### src/rtl/uart_pkg.sv
// Shared types for the UART receive path: FSM states, line-code enums,
// the latched per-frame configuration and the data-width decode.
package uart_pkg;

  typedef enum logic [2:0] {
    ST_IDLE   = 3'd0,
    ST_START  = 3'd1,
    ST_DATA   = 3'd2,
    ST_PARITY = 3'd3,
    ST_STOP   = 3'd4
  } rx_state_e;

  typedef enum logic [1:0] {
    PARITY_NONE = 2'd0,
    PARITY_ODD  = 2'd1,
    PARITY_EVEN = 2'd2
  } parity_e;

  typedef enum logic [1:0] {
    STOP_ONE      = 2'd0,
    STOP_ONE_HALF = 2'd1,
    STOP_TWO      = 2'd2
  } stop_e;

  // Raw 2-bit fields are kept because code 3 is legal on both inputs.
  typedef struct packed {
    logic [3:0]  width;
    logic [15:0] baud_max;
    logic [1:0]  parity;
    logic [1:0]  stop;
  } rx_cfg_t;

  function automatic logic [3:0] data_width(input logic [3:0] code);
    case (code)
      4'd5, 4'd6, 4'd7, 4'd8: return code;
      default:                return 4'd8;
    endcase
  endfunction

endpackage

### src/rtl/uart_rx_sync.sv
// Metastability synchronizer for the asynchronous rx pin plus a
// falling-edge detector; both flop chains reset to the idle-high level.
module uart_rx_sync #(
  parameter int SYNC_STAGES = 2
) (
  input  logic clk,
  input  logic rst_n,
  input  logic rx_i,
  output logic rx_s,
  output logic fall_pulse
);

  logic [SYNC_STAGES-1:0] sync_q, sync_d;
  logic                   rx_prev_q, rx_prev_d;

  always_comb begin
    sync_d    = {sync_q[SYNC_STAGES-2:0], rx_i};
    rx_prev_d = sync_q[SYNC_STAGES-1];
  end

  // NOTE: sequential state uses <= so every flop samples pre-edge values.
  always_ff @(posedge clk or negedge rst_n) begin
    if (!rst_n) begin
      sync_q    <= '1;
      rx_prev_q <= 1'b1;
    end else begin
      sync_q    <= sync_d;
      rx_prev_q <= rx_prev_d;
    end
  end

  assign rx_s       = sync_q[SYNC_STAGES-1];
  assign fall_pulse = rx_prev_q & ~rx_s;

endmodule

### src/rtl/uart_rx_logic.sv
// UART receive engine: start-edge detection, mid-bit sampling, parity and
// stop checking, and a one-cycle strobe carrying the byte and error flags.
module uart_rx_logic
  import uart_pkg::*;
#(
  parameter int SYNC_STAGES = 2
) (
  input  logic        sys_clk_i,
  input  logic        rst_n_i,
  input  logic [3:0]  uart_data_bit,
  input  logic [15:0] uart_bps_baud_cnt_max,
  input  logic [1:0]  uart_parity_bit,
  input  logic [1:0]  uart_stop_bit,
  input  logic        rx_i,
  output logic [7:0]  rx_data_o,
  output logic        rx_data_flag_o,
  output logic        rx_parity_err_o,
  output logic        rx_frame_err_o,
  output logic        rx_busy_o
);

  rx_state_e   state_q, state_d;
  logic [15:0] baud_cnt_q, baud_cnt_d;
  logic [3:0]  bit_cnt_q, bit_cnt_d;
  logic [7:0]  shift_q, shift_d;
  rx_cfg_t     cfg_q, cfg_d;
  logic        par_err_q, par_err_d;
  logic        frm_err_q, frm_err_d;
  logic [7:0]  rx_data_q, rx_data_d;
  logic        flag_q, flag_d;
  logic        perr_out_q, perr_out_d;
  logic        ferr_out_q, ferr_out_d;

  logic rx_s, fall_pulse;
  logic sample_pt, baud_wrap, parity_en, parity_exp, last_stop;

  uart_rx_sync #(.SYNC_STAGES(SYNC_STAGES)) u_sync (
    .clk        (sys_clk_i),
    .rst_n      (rst_n_i),
    .rx_i       (rx_i),
    .rx_s       (rx_s),
    .fall_pulse (fall_pulse)
  );

  assign sample_pt  = (baud_cnt_q == (cfg_q.baud_max >> 1));
  assign baud_wrap  = (baud_cnt_q == cfg_q.baud_max);
  assign parity_en  = (cfg_q.parity == PARITY_ODD) || (cfg_q.parity == PARITY_EVEN);
  // Bits above the configured width stay 0, so a full-byte reduction is exact.
  assign parity_exp = (cfg_q.parity == PARITY_ODD) ? ~^shift_q : ^shift_q;
  assign last_stop  = (cfg_q.stop != STOP_TWO) || (bit_cnt_q == 4'd1);

  // NOTE: every _d gets its default first, so no path leaves a latch.
  always_comb begin
    state_d    = state_q;
    bit_cnt_d  = bit_cnt_q;
    shift_d    = shift_q;
    cfg_d      = cfg_q;
    par_err_d  = par_err_q;
    frm_err_d  = frm_err_q;
    rx_data_d  = rx_data_q;
    flag_d     = 1'b0;
    perr_out_d = 1'b0;
    ferr_out_d = 1'b0;
    baud_cnt_d = (state_q == ST_IDLE || baud_wrap) ? 16'd0 : baud_cnt_q + 16'd1;

    case (state_q)
      ST_IDLE: begin
        if (fall_pulse) begin
          state_d   = ST_START;
          bit_cnt_d = 4'd0;
          shift_d   = 8'd0;
          par_err_d = 1'b0;
          frm_err_d = 1'b0;
          cfg_d     = '{width:    data_width(uart_data_bit),
                        baud_max: uart_bps_baud_cnt_max,
                        parity:   uart_parity_bit,
                        stop:     uart_stop_bit};
        end
      end
      ST_START: begin
        if (sample_pt) begin
          state_d   = rx_s ? ST_IDLE : ST_DATA;
          bit_cnt_d = 4'd0;
        end
      end
      ST_DATA: begin
        if (sample_pt) begin
          shift_d[bit_cnt_q[2:0]] = rx_s;
          if (bit_cnt_q == cfg_q.width - 4'd1) begin
            bit_cnt_d = 4'd0;
            state_d   = parity_en ? ST_PARITY : ST_STOP;
          end else begin
            bit_cnt_d = bit_cnt_q + 4'd1;
          end
        end
      end
      ST_PARITY: begin
        if (sample_pt) begin
          par_err_d = (rx_s != parity_exp);
          bit_cnt_d = 4'd0;
          state_d   = ST_STOP;
        end
      end
      ST_STOP: begin
        if (sample_pt) begin
          frm_err_d = frm_err_q | ~rx_s;
          if (last_stop) begin
            state_d    = ST_IDLE;
            flag_d     = 1'b1;
            rx_data_d  = shift_q;
            perr_out_d = par_err_q;
            ferr_out_d = frm_err_q | ~rx_s;
          end else begin
            bit_cnt_d = 4'd1;
          end
        end
      end
      default: state_d = ST_IDLE;
    endcase
  end

  always_ff @(posedge sys_clk_i or negedge rst_n_i) begin
    if (!rst_n_i) begin
      state_q    <= ST_IDLE;
      baud_cnt_q <= 16'd0;
      bit_cnt_q  <= 4'd0;
      shift_q    <= 8'd0;
      cfg_q      <= '0;
      par_err_q  <= 1'b0;
      frm_err_q  <= 1'b0;
      rx_data_q  <= 8'd0;
      flag_q     <= 1'b0;
      perr_out_q <= 1'b0;
      ferr_out_q <= 1'b0;
    end else begin
      state_q    <= state_d;
      baud_cnt_q <= baud_cnt_d;
      bit_cnt_q  <= bit_cnt_d;
      shift_q    <= shift_d;
      cfg_q      <= cfg_d;
      par_err_q  <= par_err_d;
      frm_err_q  <= frm_err_d;
      rx_data_q  <= rx_data_d;
      flag_q     <= flag_d;
      perr_out_q <= perr_out_d;
      ferr_out_q <= ferr_out_d;
    end
  end

  assign rx_data_o       = rx_data_q;
  assign rx_data_flag_o  = flag_q;
  assign rx_parity_err_o = perr_out_q;
  assign rx_frame_err_o  = ferr_out_q;
  assign rx_busy_o       = (state_q != ST_IDLE);

endmodule

### config.mk
export PLATFORM = sky130hd
export DESIGN_NAME = uart_rx_logic
export DESIGN_NICKNAME = d
export VERILOG_FILES = /design/src/rtl/uart_pkg.sv /design/src/rtl/uart_rx_sync.sv /design/src/rtl/uart_rx_logic.sv
export SDC_FILE = /design/constraint.sdc
export NUM_CORES = 1
export LEC_CHECK = 0
export CAP_MARGIN = 40
export CORE_MARGIN = 4
export CORE_UTILIZATION = 61
export DETAILED_ROUTE_END_ITERATION = 6
export PLACE_DENSITY = 0.85
export SLEW_MARGIN = 0
export SYNTH_ARGS = -nofsm -noshare
export SYNTH_HDL_FRONTEND = slang
export SYNTH_SLANG_ARGS = --single-unit
### constraint.sdc
create_clock -name sys_clk_i -period 4.9 [get_ports sys_clk_i]
set_input_delay 0.98 -clock sys_clk_i [delete_from_list [all_inputs] [get_ports sys_clk_i]]
set_output_delay 0.98 -clock sys_clk_i [all_outputs]
set_load 0.05 [all_outputs]
* Word level (Yosys, flattened, before mapping)
Index checks and enable logic that the tools add are counted.
** Word-level totals
- Register bits :: 71
- Input bits :: 27
- Logic and storage cells :: 110
** Operators by class
- $add $sub $neg :: 3
- $lt $le $gt $ge :: 2
- Equal/unequal tests :: 25
- Muxes and demuxes :: 40
- Bitwise gates (word level) :: 3
- Reductions and logical operators :: 21
** Operator list (number)
- two-way mux 4 bit :: 7
- two-way mux 3 bit :: 8
- inequality test 2 bit, second input constant :: 9
- adder 16 x 1 -> 16 bit, second input constant :: 1
- == test 16 x 15 -> 1 bit :: 1
- == test 16 bit :: 1
- two-way mux 16 bit :: 1
- two-way mux 8 bit :: 2
- case mux 4 bit (4 select lines) :: 1
- case mux 8 bit (2 select lines) :: 1
- case mux 3 bit (5 select lines) :: 1
- two-way mux 1 bit :: 14
- == test 4 x 3 -> 1 bit, second input constant :: 3
- AND reduction 3 bit :: 4
- bitwise mux 8 bit :: 1
- XNOR reduction 8 bit :: 1
- parity 8 bit :: 1
- AND reduction 7 bit :: 1
- == test 3 x 2 -> 1 bit, second input constant :: 2
- AND reduction 6 bit :: 1
- nonzero test 2 bit :: 3
- adder 4 x 1 -> 4 bit, second input constant :: 1
- == test 4 x 1 -> 1 bit, second input constant :: 1
- == test 4 bit :: 1
- other kinds (24) :: 27

* Logic depth before layout (Yosys ltp)
Gate-level depths: netlist of run 1.
- Word-level depth :: 7
- Gate-level depth with buffers :: 8

* Cells and area by module
From an unflattened synthesis of run 1, not the netlist that was laid out.
** Second synthesis, totals
- Cells, all modules :: 371
- Area, all modules :: 3613.5 um2
** By module, submodules not included
- uart_rx_logic :: times used 1, cells an instance 367, area each 3520.9 um2
- uart_rx_sync :: times used 1, cells an instance 4, area each 92.6 um2

* Least setup slack after synthesis of run 1
Ideal clock, no wire load.
- Path type :: reg-to-reg
- Start :: register baud_cnt_q[4]
- End :: register rx_data_q[0], in the netlist rx_data_o[0]
- Data arrival time :: 2.141 ns
- Data required time :: 4.775 ns
- Path slack :: 2.634 ns
- Stages on the path, launching flop included :: 7
- Buffers on the path :: 1
- Clock period less this slack :: 2.266 ns
- Cell sequence :: dfrtp_1 xor2_1 or4_4 nor4_4 nor3b_4 buf_6 mux2_4
** On the way
- Word-level cells in the longest chain between the ends :: 2
** RTL lines
- start, declared :: RTL line uart_rx_logic.sv:23 : logic [15:0] baud_cnt_q, baud_cnt_d;
- start signal, assigned :: RTL line uart_rx_logic.sv:137 : baud_cnt_q <= baud_cnt_d;
- == test 16 x 15 -> 1 bit :: RTL line uart_rx_logic.sv:45 : assign sample_pt = (baud_cnt_q == (cfg_q.baud_max >> 1));
- AND reduction 3 bit (no line)
- end signal, assigned :: RTL line uart_rx_logic.sv:143 : rx_data_q <= rx_data_d;
- end, declared :: RTL line uart_rx_logic.sv:29 : logic [7:0] rx_data_q, rx_data_d;
Every way passes these cells.
A chain may end at the register's enable or synchronous reset.

* Worst setup path in the final report of run 1
- Start :: register state_q[2]
- End :: output port rx_busy_o
** On the way
- Word-level cells in the longest chain between the ends :: 1
** RTL lines
- start, declared :: RTL line uart_rx_logic.sv:22 : rx_state_e state_q, state_d;
- start signal, assigned :: RTL line uart_rx_logic.sv:136 : state_q <= state_d;
- nonzero test 3 bit :: RTL line uart_rx_logic.sv:154 : assign rx_busy_o = (state_q != ST_IDLE);
- end, declared :: RTL line uart_rx_logic.sv:19 : output logic rx_busy_o
Every way passes these cells.

==> flow_metrics.py, run 1 <==
metrics = {
    "clock_tree": {
        "cts_tree": "done",
        "cts_made_buffers": 9,
        "htree_levels": 3,
        "cts.repair.resized": 0,
        "root_buffer": "clkbuf_8",
        "post_cts_buffers": 0,
        "clkLatencyLatePin_ps": 350,
        "clockBufferDepth": 2,
        "cts.clk_slew.worst_paths_ps": 70,
        "cts_sinks": 71,
        "hold_buffers": 0,
    },
    "placement": {
        "gp_congestion": 0.925,
        "post-dp-hpwl_um": 5500,
        "port_buffers": 38,
        "placed_area_mm2": 0.00406,
        "dpl_worst_slack_ps": 2160,
    },
    "synth": {
        "syn_nets": 406,
        "yosysTopAreaCellShare": 0.467,
        "synth_top_area_cell": "dfrtp_1",
        "ys_seq_elements": 71,
        "yosysSeqAreaShare": 0.488,
        "yosysWarnings": 0,
        "syn_inst": 374,
        "postSynth.asyncResetShare": 1.00,
        "syn_area_per_cell_um2": 9.75,
        "synth_top_flop_cell": "dfrtp_1",
        "syn_area_mm2": 0.00365,
        "synth-edff-count": 0,
        "synth.most_common_cell": "nand2_1",
        "synth_cell_types": 44,
        "synth_common_cells": "74 x nand2_1, 68 x dfrtp_1, 30 x nor2_1",
        "yosys-top-cells-area": "dfrtp_1 47%, nand2_1 7.6%, xnor2_1 6.7%",
    },
    "route": {
        "drtIter0Drc": 132,
        "route.vias.total": 2708,
        "wirelength_um": 7590,
        "drc_errors": 0,
        "wl_per_cell_um": 15.7,
        "drt-pass1-iter-count": 5,
        "vias_per_cell": 5.60,
        "ant_nets": 0,
    },
    "die": {
        "start_util": 0.646,
        "dieArea_mm2": 0.00728,
        "dieHeight_um": 85.3,
        "io_pins": 39,
        "rows": 27,
        "core_mm2": 0.00564,
        "die_width_um": 85.3,
    },
    "worst_setup_path": {
        "r2r.worst_path.cells": 5,
        "critPathLaunchType": "register",
        "critPathMaxFanout": 12,
        "path_class": "reg2out",
        "crit_arrival_ps": 2040,
        "required_ps": 3920,
        "end_kind": "output port",
    },
    "sta": {
        "finClkSkew_ps": 7.49,
        "slew-limit-headroom": 0.503,
        "fin_crit_sh": 0.617,
        "setup_slack_ps": 1880,
        "setup_tns_ps": 0,
        "worst_pin_slew_ps": 746,
        "slew_viol_final": 0,
        "max_freq_mhz": 331,
        "min_period_ps": 3020,
        "finalSetupViolCount": 0,
        "hold_violations": 0,
        "rsz0062_at_grt": "false",
    },
    "status": {
        "outcome": "complete, no violations",
    },
    "final_layout": {
        "nets": 439,
        "antenna_cells": 0,
        "syn_to_final_growth_pct": 16.2,
        "drive_above_1_share": 0.0898,
        "postLayoutCoreUtil": 0.751,
        "design_area_mm2": 0.00424,
        "fillerInstances": 381,
    },
    "power": {
        "p_leak_nw": 1.97,
        "p_per_area_mw_per_mm2": 467,
        "ir_drop_mv": 0.337,
        "total_power_mw": 1.98,
    },
    "job": {
        "maxCapViolations": 0,
    },
    "global_routing": {
        "grt_pass1_vias": 2758,
        "overflow": 0,
        "grt_max_degree": 39,
        "grt_pass1_wl_um": 12800,
        "antenna_found_initial": 0,
        "grt_use_total": 0.226,
    },
    "worst_hold_path": {
        "hold_path_class": "reg2reg",
        "whs_path_depth": 0,
    },
}
## layout make-up
type / instances / area (µm²) / area share
clock buffer: 12 / 155 / 0.0366
sequential: 71 / 1780 / 0.420
clock inverter: 4 / 20.0 / 0.00472
tap: 72 / 90.1 / 0.0213
timing repair buffer: 41 / 405 / 0.0957
inverter: 7 / 26.3 / 0.00620
multi-input combinational: 277 / 1760 / 0.415
## cells in the final DEF (no fill, tap or decap), types with 2 or more instances in the layout
cell type	n
clkinv_2	4
dfstp_2	3
nor2_1	30
clkdlybuf4s50_1	37
nor3_1	4
nand4_1	8
a21oi_1	7
a21o_1	2
a31oi_1	2
buf_4	2
o31ai_1	2
clkbuf_8	11
o21ai_0	17
nor4_1	4
inv_1	7
ha_1	5
and3_1	6
nand2b_1	4
and2_1	3
mux2_2	2
nor2b_1	4
dfrtp_1	68
xnor2_1	28
mux2i_1	4
or3_1	5
nand2_1	74
mux2_1	2
xor2_1	26
nand3_1	16
mux2_4	7
## cells by family (layout without fill, tap and decap cells)
| group | Yosys count | in the layout | share of synthesized area |
|---|---|---|---|
| multiplexers | 15 | 15 | 0.0521 |
| XOR/XNOR | 55 | 55 | 0.136 |
| adder cells (fa/ha/maj) | 5 | 5 | 0.0172 |
| flip-flops | 71 | 71 | 0.488 |
| AND/OR/NAND/NOR | 165 | 165 | 0.216 |
| AO/OA/AOI/OAI | 37 | 37 | 0.0617 |
| buffers and inverters | 26 | 64 | 0.0292 |
## through the flow
step | cells | hold WS [ps]
floorplan | 374 | 345
global placement | 467 | 347
detailed placement | 468 | 351
CTS | 484 | 362
global route | 484 | 363
finish | 484 | 360
## final timing paths
path	slack, ps	end	startpoint
setup / recovery	1880	rx_busy_o	state_q[2]$_DFFE_PN0P_
hold reg to reg	360	u_sync.sync_q[1]$_DFF_PN1_	u_sync.sync_q[0]$_DFF_PN1_
min in group asynchronous	690	baud_cnt_q[8]$_DFF_PN0_	rst_n_i
setup reg to reg	2150	rx_data_o[7]$_DFFE_PN0P_	baud_cnt_q[4]$_DFF_PN0_
hold / removal	360	u_sync.sync_q[1]$_DFF_PN1_	u_sync.sync_q[0]$_DFF_PN1_
max in group asynchronous	3240	u_sync.sync_q[1]$_DFF_PN1_	rst_n_i
## power breakdown
| part | internal (mW) | switching (mW) | total [mW] |
|---|---|---|---|
| Clock | 0.208 | 0.219 | 0.427 |
| Sequential | 0.716 | 0.170 | 0.886 |
| Combinational | 0.302 | 0.363 | 0.665 |
| Total | 1.23 | 0.752 | 1.98 |
## sequential cells by signal, summed over array words and instances (netlist names), 2 cells and up
| register | flops |
|---|---|
| bit_cnt_q | 4 |
| state_q | 3 |
| u_sync.sync_q | 2 |
| cfg_q | 24 |
| rx_data_o | 8 |
| baud_cnt_q | 16 |
| shift_q | 8 |
## critical path: stages, from the launching register on
cell and delay [ps]:
dfrtp_1 490, or3_1 470, clkdlybuf4s50_1 730
## metal layers
| layer | vias up | routed length [µm] | GRT usage |
|---|---|---|---|
| li1 | 1307 | - | - |
| met1 | 1306 | 3580 | 0.301 |
| met2 | 78 | 3460 | 0.345 |
| met3 | 17 | 386 | 0.0573 |
| met4 | 0 | 174 | 0.111 |
| met5 | - | 0 | 0 |
Note: power is estimated with default switching activity, not from simulation.
==> run 2: changes to the inputs <==
--- a/config.mk
+++ b/config.mk
@@ -7,9 +7,9 @@
 export LEC_CHECK = 0
 export CAP_MARGIN = 40
 export CORE_MARGIN = 4
-export CORE_UTILIZATION = 61
+export CORE_UTILIZATION = 51
 export DETAILED_ROUTE_END_ITERATION = 6
-export PLACE_DENSITY = 0.85
+export PLACE_DENSITY = 0.76
 export SLEW_MARGIN = 0
 export SYNTH_ARGS = -nofsm -noshare
 export SYNTH_HDL_FRONTEND = slang
==> constraint.sdc (replaced) <==
create_clock -name sys_clk_i -period 2.55 [get_ports sys_clk_i]
set_input_delay 0.51 -clock sys_clk_i [delete_from_list [all_inputs] [get_ports sys_clk_i]]
set_output_delay 0.51 -clock sys_clk_i [all_outputs]
set_load 0.05 [all_outputs]
==> flow_metrics.py, run 2 (same netlist as run 1, synthesis figures left out) <==
metrics = {
    "final_layout": {
        "layout_commonest_cell": "nand2_1",
        "largest_register_ffs": 24,
        "reg_top3": "cfg_q (24), baud_cnt_q (16)",
        "syn_to_final_growth_pct": 18.1,
        "antenna_cells": 0,
        "final_cell_mix": "74 x nand2_1, 68 x dfrtp_1, 36 x clkdlybuf4s50_1, 30 x nor2_1, 28 x xnor2_1",
        "nets": 444,
        "largest_register": "cfg_q",
        "drive_above_1_share": 0.103,
        "postLayoutCoreUtil": 0.627,
        "design_area_mm2": 0.00431,
        "fillerInstances": 578,
    },
    "clock_tree": {
        "clockBufferDepth": 2,
        "post_cts_buffers": 0,
        "htree_levels": 3,
        "hold_buffers": 0,
        "cts_tree": "done",
        "cts_made_buffers": 9,
        "root_buffer": "clkbuf_8",
        "clkLatencyLatePin_ps": 340,
        "cts.clk_slew.worst_paths_ps": 70,
        "cts_sinks": 71,
    },
    "die": {
        "die_width_um": 92.6,
        "dieArea_mm2": 0.00857,
        "core_mm2": 0.00687,
        "io_pins": 39,
        "rows": 30,
        "dieHeight_um": 92.6,
        "start_util": 0.531,
    },
    "route": {
        "vias_per_cell": 5.29,
        "wirelength_met1_um": 3540,
        "ant_nets": 0,
        "drtIter0Drc": 172,
        "wl_per_cell_um": 15.0,
        "drt-pass1-iter-count": 4,
        "wl_met3_um": 364,
        "drc_errors": 0,
        "wirelength_um": 7700,
        "route.vias.total": 2716,
        "wl_met2_um": 3630,
        "highest_layer": "met4",
    },
    "sta": {
        "slew-limit-headroom": 0.632,
        "hold_violations": 0,
        "rsz0062_at_grt": "false",
        "max_freq_mhz": 441,
        "slew_viol_final": 0,
        "finalSetupViolCount": 0,
        "worst_pin_slew_ps": 551,
        "finClkSkew_ps": 5.74,
        "fin_crit_sh": 0.890,
        "setup_tns_ps": 0,
        "min_period_ps": 2270,
    },
    "worst_setup_path": {
        "r2r.worst_path.cells": 6,
        "r2r-start": "baud_cnt_q[4]$_DFF_PN0_",
        "crit_chain": "xor2_1, or4_4, nor4_4, nor3b_4, buf_4, mux2_2",
        "critPathLaunchType": "register",
        "required_ps": 2780,
        "regToRegEndpoint": "rx_data_o[7]$_DFFE_PN0P_",
        "r2r_slack_ps": 280,
        "path_buf_inv": 1,
        "critPathMaxFanout": 6,
        "cp_slowest_stage_delay_ps": 530,
        "cpLargestDelayFamily": "simple AND/OR/NAND/NOR gates",
        "cpMaxStageDelayCell": "or4_4",
        "path_depth": 6,
        "end_kind": "register",
        "crit_arrival_ps": 2500,
        "path_class": "reg2reg",
    },
    "power": {
        "p_comb_frac": 0.333,
        "p_seq_frac": 0.451,
        "total_power_mw": 3.80,
        "ir_drop_mv": 0.560,
        "p_sw_frac": 0.379,
        "switchingPower_mw": 1.44,
        "pwr-share-clk": 0.216,
        "p_leak_nw": 2.00,
        "internal_power_mw": 2.36,
        "p_per_area_mw_per_mm2": 881,
    },
    "placement": {
        "post-dp-hpwl_um": 5690,
        "placed_area_mm2": 0.00412,
        "port_buffers": 38,
        "gp_congestion": 0.883,
    },
    "global_routing": {
        "antenna_found_initial": 0,
        "grt_use_total": 0.199,
        "grt_max_degree": 39,
        "overflow": 0,
        "grt_pass1_vias": 2724,
        "grt_pass1_wl_um": 13200,
    },
    "status": {
        "outcome": "complete, no violations",
    },
    "worst_hold_path": {
        "hold_path_class": "in2async",
    },
    "job": {
        "maxCapViolations": 0,
    },
}
## run 2: cell type report
| cell class | instances | area (µm²) | area share |
|---|---|---|---|
| timing repair buffer | 46 | 438 | 0.102 |
| multi-input combinational | 277 | 1760 | 0.409 |
| clock inverter | 5 | 31.3 | 0.00726 |
| tap | 96 | 120 | 0.0279 |
| clock buffer | 11 | 151 | 0.0351 |
| inverter | 7 | 26.3 | 0.00610 |
| sequential | 71 | 1780 | 0.413 |
## run 2: how the worst max path moves through the flow
| stage | startpoint | end | slack, ps |
|---|---|---|---|
| floorplan | baud_cnt_q[4]$_DFF_PN0_ | rx_data_o[0]$_DFFE_PN0P_ | 280 |
| global placement | baud_cnt_q[4]$_DFF_PN0_ | rx_data_o[7]$_DFFE_PN0P_ | 320 |
| detailed placement | baud_cnt_q[4]$_DFF_PN0_ | rx_data_o[7]$_DFFE_PN0P_ | 290 |
| CTS | state_q[2]$_DFFE_PN0P_ | rx_busy_o | 3 |
| global route | baud_cnt_q[4]$_DFF_PN0_ | rx_data_o[7]$_DFFE_PN0P_ | 180 |
| finish | baud_cnt_q[4]$_DFF_PN0_ | rx_data_o[7]$_DFFE_PN0P_ | 280 |
## run 2: metrics by stage
step | hold WS [ps] | std cells | setup WS [ps]
after floorplan | 214 | 374 | 284
after global placement | 345 | 497 | 322
after detailed placement | 347 | 497 | 292
after CTS | 195 | 513 | 3.21
after global routing | 221 | 513 | 183
final | 191 | 513 | 281
## run 2: power groups by stage
stage	clock, mW	sequential [mW]	combinational (mW)
6_report	0.821	1.71	1.26
2_1_floorplan	0	1.58	1.07
5_1_grt	0.893	1.75	1.42
4_1_cts	0.842	1.71	1.27
3_3_place_gp	0	1.71	1.22
3_5_place_dp	0	1.73	1.26
## run 2: worst reg2reg max path: cells and delay by family, from the launching register on
family | cells | cell delay (ps)
xor gates and xnor gates | 1 | 160
buffers and inverters | 1 | 190
DFF | 1 | 430
muxes | 1 | 340
and+or+nand+nor | 3 | 1040
## run 2: layer usage
metal,track usage,vias to the layer above
li1,-,1320
met1,0.275,1312
met2,0.292,68
met3,0.0471,16
met4,0.0978,0
met5,0,-
## run 2: what timing repair did
| item | 4_1_cts | 5_1_grt |
|---|---|---|
| hold endpoints to repair | 0 | 0 |
| setup endpoints to repair | 0 | 1 |
| resized for setup | 0 | 1 |
